==> src/rtl/rssb_pkg.sv <==
// Shared state encoding and default sizing for the RSSB sequencer.
package rssb_pkg;

    localparam int DEF_WIDTH  = 8;
    localparam int DEF_ADDR_W = 8;
    localparam logic [DEF_ADDR_W-1:0] DEF_HALT_ADDR = '1;

    typedef enum logic [2:0] {
        S_IDLE,
        S_FETCH,
        S_LOAD,
        S_EXEC,
        S_STORE,
        S_HALT
    } rssb_state_t;

endpackage

==> src/rtl/register.sv <==
// Loadable register with asynchronous active-high clear.
module register #(
    parameter int WIDTH = 8
) (
    input  logic             clk,
    input  logic             rst,
    input  logic             write,
    input  logic [WIDTH-1:0] in,
    output logic [WIDTH-1:0] out
);

    logic [WIDTH-1:0] out_q;
    logic [WIDTH-1:0] out_d;

    always_comb begin
        out_d = out_q;
        if (write) out_d = in;
    end

    always_ff @(posedge clk or posedge rst) begin
        if (rst) out_q <= '0;
        else     out_q <= out_d;
    end

    assign out = out_q;

endmodule

==> src/rtl/rssb_alu.sv <==
// Reverse-subtract datapath: R = D - ACC (wrapping), borrow is the sign of R.
module rssb_alu
    import rssb_pkg::*;
#(
    parameter int WIDTH = DEF_WIDTH
) (
    input  logic signed [WIDTH-1:0] d,
    input  logic signed [WIDTH-1:0] acc,
    output logic signed [WIDTH-1:0] r,
    output logic                    borrow
);

    always_comb begin
        r      = d - acc;
        borrow = r[WIDTH-1];
    end

endmodule

==> src/rtl/rssb_sequencer.sv <==
// RSSB instruction sequencer: FETCH/LOAD/EXEC/STORE over a req/ack memory port,
// driving the PC and ACC register instances.
module rssb_sequencer
    import rssb_pkg::*;
#(
    parameter int                WIDTH     = DEF_WIDTH,
    parameter int                ADDR_W    = DEF_ADDR_W,
    parameter logic [ADDR_W-1:0] HALT_ADDR = {ADDR_W{1'b1}}
) (
    input  logic                    clk,
    input  logic                    rst,
    input  logic                    run,
    output logic                    mem_req,
    output logic                    mem_we,
    output logic [ADDR_W-1:0]       mem_addr,
    output logic [WIDTH-1:0]        mem_wdata,
    input  logic [WIDTH-1:0]        mem_rdata,
    input  logic                    mem_ack,
    output logic [ADDR_W-1:0]       pc,
    output logic signed [WIDTH-1:0] acc,
    output logic                    borrow,
    output logic                    halted
);

    rssb_state_t state_q, state_d;
    logic        borrow_q, borrow_d;
    logic [ADDR_W-1:0] a_q, a_d;
    logic signed [WIDTH-1:0] d_q, d_d;

    logic                    rst_hi;
    logic                    pc_we;
    logic                    acc_we;
    logic [ADDR_W-1:0]       pc_next;
    logic signed [WIDTH-1:0] alu_r;
    logic                    alu_borrow;
    logic [WIDTH-1:0]        acc_out;

    // The register primitive clears on a high reset; this block's reset is active-low.
    assign rst_hi = ~rst;

    register #(.WIDTH(ADDR_W)) u_pc (
        .clk   (clk),
        .rst   (rst_hi),
        .write (pc_we),
        .in    (pc_next),
        .out   (pc)
    );

    register #(.WIDTH(WIDTH)) u_acc (
        .clk   (clk),
        .rst   (rst_hi),
        .write (acc_we),
        .in    (alu_r),
        .out   (acc_out)
    );

    assign acc = acc_out;

    rssb_alu #(.WIDTH(WIDTH)) u_alu (
        .d      (d_q),
        .acc    (acc),
        .r      (alu_r),
        .borrow (alu_borrow)
    );

    assign pc_next = pc + (borrow_q ? ADDR_W'(2) : ADDR_W'(1));
    assign borrow  = borrow_q;
    assign halted  = (state_q == S_HALT);

    always_comb begin
        state_d   = state_q;
        borrow_d  = borrow_q;
        a_d       = a_q;
        d_d       = d_q;
        mem_req   = 1'b0;
        mem_we    = 1'b0;
        mem_addr  = '0;
        mem_wdata = '0;
        pc_we     = 1'b0;
        acc_we    = 1'b0;

        case (state_q)
            S_IDLE: begin
                if (run) state_d = S_FETCH;
            end
            S_FETCH: begin
                mem_req  = 1'b1;
                mem_addr = pc;
                if (mem_ack) begin
                    a_d     = mem_rdata[ADDR_W-1:0];
                    state_d = (mem_rdata[ADDR_W-1:0] == HALT_ADDR) ? S_HALT : S_LOAD;
                end
            end
            S_LOAD: begin
                mem_req  = 1'b1;
                mem_addr = a_q;
                if (mem_ack) begin
                    d_d     = mem_rdata;
                    state_d = S_EXEC;
                end
            end
            S_EXEC: begin
                acc_we   = 1'b1;
                borrow_d = alu_borrow;
                state_d  = S_STORE;
            end
            S_STORE: begin
                // ACC already holds R here, so it doubles as the write data.
                mem_req   = 1'b1;
                mem_we    = 1'b1;
                mem_addr  = a_q;
                mem_wdata = acc;
                if (mem_ack) begin
                    pc_we   = 1'b1;
                    state_d = run ? S_FETCH : S_IDLE;
                end
            end
            S_HALT: begin
                state_d = S_HALT;
            end
            default: begin
                state_d = S_IDLE;
            end
        endcase
    end

    always_ff @(posedge clk or negedge rst) begin
        if (!rst) begin
            state_q  <= S_IDLE;
            borrow_q <= 1'b0;
        end else begin
            state_q  <= state_d;
            borrow_q <= borrow_d;
        end
    end

    // Operand address and loaded word are only consumed after being captured.
    always_ff @(posedge clk) begin
        a_q <= a_d;
        d_q <= d_d;
    end

endmodule

==> config.mk <==
export PLATFORM = sky130hd
export DESIGN_NAME = rssb_sequencer
export DESIGN_NICKNAME = d
export VERILOG_FILES = /design/src/rtl/rssb_pkg.sv /design/src/rtl/register.sv /design/src/rtl/rssb_alu.sv /design/src/rtl/rssb_sequencer.sv
export SDC_FILE = /design/constraint.sdc
export NUM_CORES = 1
export LEC_CHECK = 0
export ABC_CLOCK_PERIOD_IN_PS = 1900
export BUFFER_PORTS_ARGS = -buffer_cell sky130_fd_sc_hd__buf_2
export CORE_ASPECT_RATIO = 2
export CORE_MARGIN = 1.5
export CORE_UTILIZATION = 35
export DETAILED_ROUTE_END_ITERATION = 12
export GPL_TIMING_DRIVEN = 0
export PLACE_DENSITY_LB_ADDON = 0.05
export SLEW_MARGIN = 20
export SYNTH_ARGS = -nofsm -noshare
export SYNTH_HDL_FRONTEND = slang
export SYNTH_SLANG_ARGS = --single-unit
==> constraint.sdc <==
create_clock -name clk -period 1.9 [get_ports clk]
set_clock_uncertainty 0.05 [all_clocks]
set_input_delay 0.285 -clock clk [delete_from_list [all_inputs] [get_ports clk]]
set_output_delay 0.285 -clock clk [all_outputs]
set_load 0.05 [all_outputs]
==> impl_metrics.json <==
{
  "cpPeakStageDelay_ns": 0.37,
  "grt.busiest_layer": "met2",
  "finalSetupViolations": 0,
  "worstSetupPathType": "register to primary output",
  "fin_cells": 283,
  "grt_util_all_layers_pct": 17.4,
  "start_util_pct": 36.2,
  "worstSetupEndpointType": "primary output",
  "worst_pin_slew_ns": 0.661,
  "status": "finished clean",
  "postLayoutCoreUtil_pct": 49.7,
  "antenna_left": 0,
  "multiInputGateArea_um2": 955,
  "cts_buffers": 5,
  "use_met3_pct": 2.95,
  "grt_setup_unrepaired": "yes",
  "die_w_um": 54.5,
  "p_leak_nw": 1.11,
  "cp.required_ns": 1.56,
  "r2r_cells": 9,
  "min_period_ns": 1.85,
  "rows": 37,
  "htree_levels": 2,
  "synthesis.nets": 187,
  "vias": 1452,
  "cts_root_buf": "clkbuf_8",
  "slew-limit-headroom_pct": 55.8,
  "slowest_stage": "dfrtp_1",
  "synthesis.area_um2": 1860,
  "period_share_pct": 97.2,
  "seqCellArea_um2": 968,
  "vias_per_cell": 5.13,
  "final_common_cell": "buf_2",
  "areaGrowthSynthToFinish_pct": 37.5,
  "hold_ws_ns": 0.154,
  "finalMaxSlewViolations": 0,
  "vdd_drop_max_v": 0.00117,
  "use_met1_pct": 17.7,
  "cap_viol_max_count": 0,
  "async_reset_ff_share_pct": 54.3,
  "dpl.hpwl_mm": 3.48,
  "ios": 48,
  "clock-sinks": 35,
  "drt_pre_antenna_iters": 4,
  "synth.top_cell.area_share_pct": 25.8,
  "reg2reg_to": "u_acc.out[6]$_DFFE_PN0P_",
  "routed_wl_mm": 4.69,
  "cts_tree": "built",
  "grt_max_degree": 20,
  "max_freq_ghz": 0.542,
  "clock_latency_ns": 0.29,
  "synth_top_flop_cell": "dfrtp_1",
  "crit_chain": "buf_6, nand2b_4, nor2_4, a22o_1, buf_6",
  "remaining_drc_errors": 0,
  "grt_pass1_vias": 1507,
  "antenna_found_initial": 0,
  "yosys-top-cells-area": "edfxtp_1, dfrtp_1, ha_1",
  "coreArea_um2": 5140,
  "wl_per_cell_um": 16.6,
  "dieArea_um2": 5780,
  "crit_top_cell": "buf_6",
  "hold_class": "primary input to register",
  "cts.clk_slew.worst_paths_ns": 0.08,
  "antennaDiodeCount": 0,
  "cts_buffer_depth": 2,
  "final_cell_mix": "buf_2, edfxtp_1, buf_6, nand2_1, dfrtp_2",
  "port_buffers": 47,
  "seq_area_frac_synth_pct": 51.4,
  "hold_viol": 0,
  "cp-start-kind": "register",
  "yosysWarnings": 0,
  "grt_pass1_wl_mm": 7.13,
  "ys_ff_latch": 35,
  "finalPower_mw": 5.04,
  "use_met2_pct": 32.7,
  "syn_area_per_cell_um2": 11.3,
  "arrival_ns": 1.51,
  "path_max_fanout": 9,
  "num-nets-final": 247,
  "grt_overflow": 0,
  "dp_slack_ns": -0.0669,
  "min-delay-start": "mem_rdata[3]",
  "synth_area_leader_cell": "edfxtp_1",
  "fp.dieH_um": 106,
  "holdPathStages": 1,
  "setup_slack_ns": 0.0534,
  "worst-r2r-setup-slack_ns": 0.07,
  "synthDistinctLibCells": 40,
  "fillers": 500,
  "synthCells": 164,
  "power_density_nw_per_um2": 1970,
  "place_inst": 269,
  "drive_gt1_share_pct": 49.8,
  "synth_edf_count": 16,
  "min_to": "a_q[3]$_DFFE_PP_",
  "gp_congestion": 0.748,
  "r2r-start": "d_q[0]$_DFFE_PP_",
  "drtIter0Drc": 26
}
[Yosys cell counts (2+ instances only)]
cell and n:
dfrtp_1 19, edfxtp_1 16, inv_1 13, a21oi_1 11, nand2_1 10, ha_1 9, nor2_1 9, o21ai_0 9
a22o_1 8, nor3_1 7, xor2_1 7, xnor2_1 6, nand2b_1 5, buf_6 3, clkbuf_1 2, fa_1 2
mux2_2 2, nand3_1 2, nand4_1 2, o21bai_1 2
[cell families (layout without fill, tap and decap cells)]
group / count (synthesis) / in the layout / synth area share, %
DFF: 35 / 35 / 51.4
buffers and inverters: 20 / 80 / 5.52
adders and majority gates: 11 / 11 / 8.21
xor gates and xnor gates: 13 / 13 / 6.12
AOI/OAI and AO/OA: 36 / 36 / 12.4
and+or+nand+nor: 47 / 48 / 15.1
muxes: 2 / 2 / 1.21
[state kept, by name (all words and copies together) (netlist names)]
name,count
state_q,3
u_pc.out,8
a_q,8
u_acc.out,7
d_q,8
borrow,1
[cell type report]
class / count / share of cell area, %
plain buffers: 5 / 1.62
clock buffers: 5 / 2.69
clock inverters: 3 / 1.71
inverters: 13 / 1.91
multi-input cells: 110 / 37.3
flip-flops and latches: 35 / 37.9
well taps: 58 / 2.84
repair buffers: 54 / 14.0
[metal layers]
metal / wire (um) / vias to the layer above
met5: 0 / -
met4: 69 / 0
met3: 149 / 6
met2: 2830 / 40
met1: 1640 / 709
li1: - / 697
[worst max path at each step]
stage | end | startpoint
floorplan | mem_wdata[4] | state_q[0]$_DFFE_PN0P_
global placement | u_pc.out[7]$_DFFE_PN0P_ | state_q[1]$_DFFE_PN0P_
detailed placement | mem_addr[7] | state_q[1]$_DFFE_PN0P_
CTS | mem_addr[7] | state_q[2]$_DFFE_PN0P_
global route | u_acc.out[6]$_DFFE_PN0P_ | d_q[0]$_DFFE_PP_
finish | mem_addr[2] | state_q[1]$_DFFE_PN0P_
[metrics by stage]
stage	area [um^2]	setup TNS [ns]
3_5_place_dp	2270	-0.545
5_1_grt	2560	-0.387
3_3_place_gp	2270	-0.250
2_1_floorplan	1960	-0.248
4_1_cts	2500	0
6_report	2560	0
[critical path, delay by kind of cell, from the launching register on]
family / cells / cell delay, ns
AO/OA/AOI/OAI: 1 / 0.20
buffers and inverters: 2 / 0.31
flip-flops: 1 / 0.37
AND/OR/NAND/NOR: 2 / 0.34
[timing repair]
| item | in CTS | in global routing |
|---|---|---|
| cloned | 0 | 1 |
| pin swaps | 7 | 15 |
| gates resized for setup | 30 | 15 |
| hold buffers | 1 | 0 |
| setup buffers | 3 | 4 |
| endpoints found under the setup margin | 21 | 20 |
| hold endpoints to repair | 19 | 0 |
[power by group]
group / switching (mW) / internal (mW)
Clock: 0.288 / 0.391
Combinational: 2.05 / 1.07
Sequential: 0.203 / 1.04
Note: power is estimated with default switching activity, not from simulation.
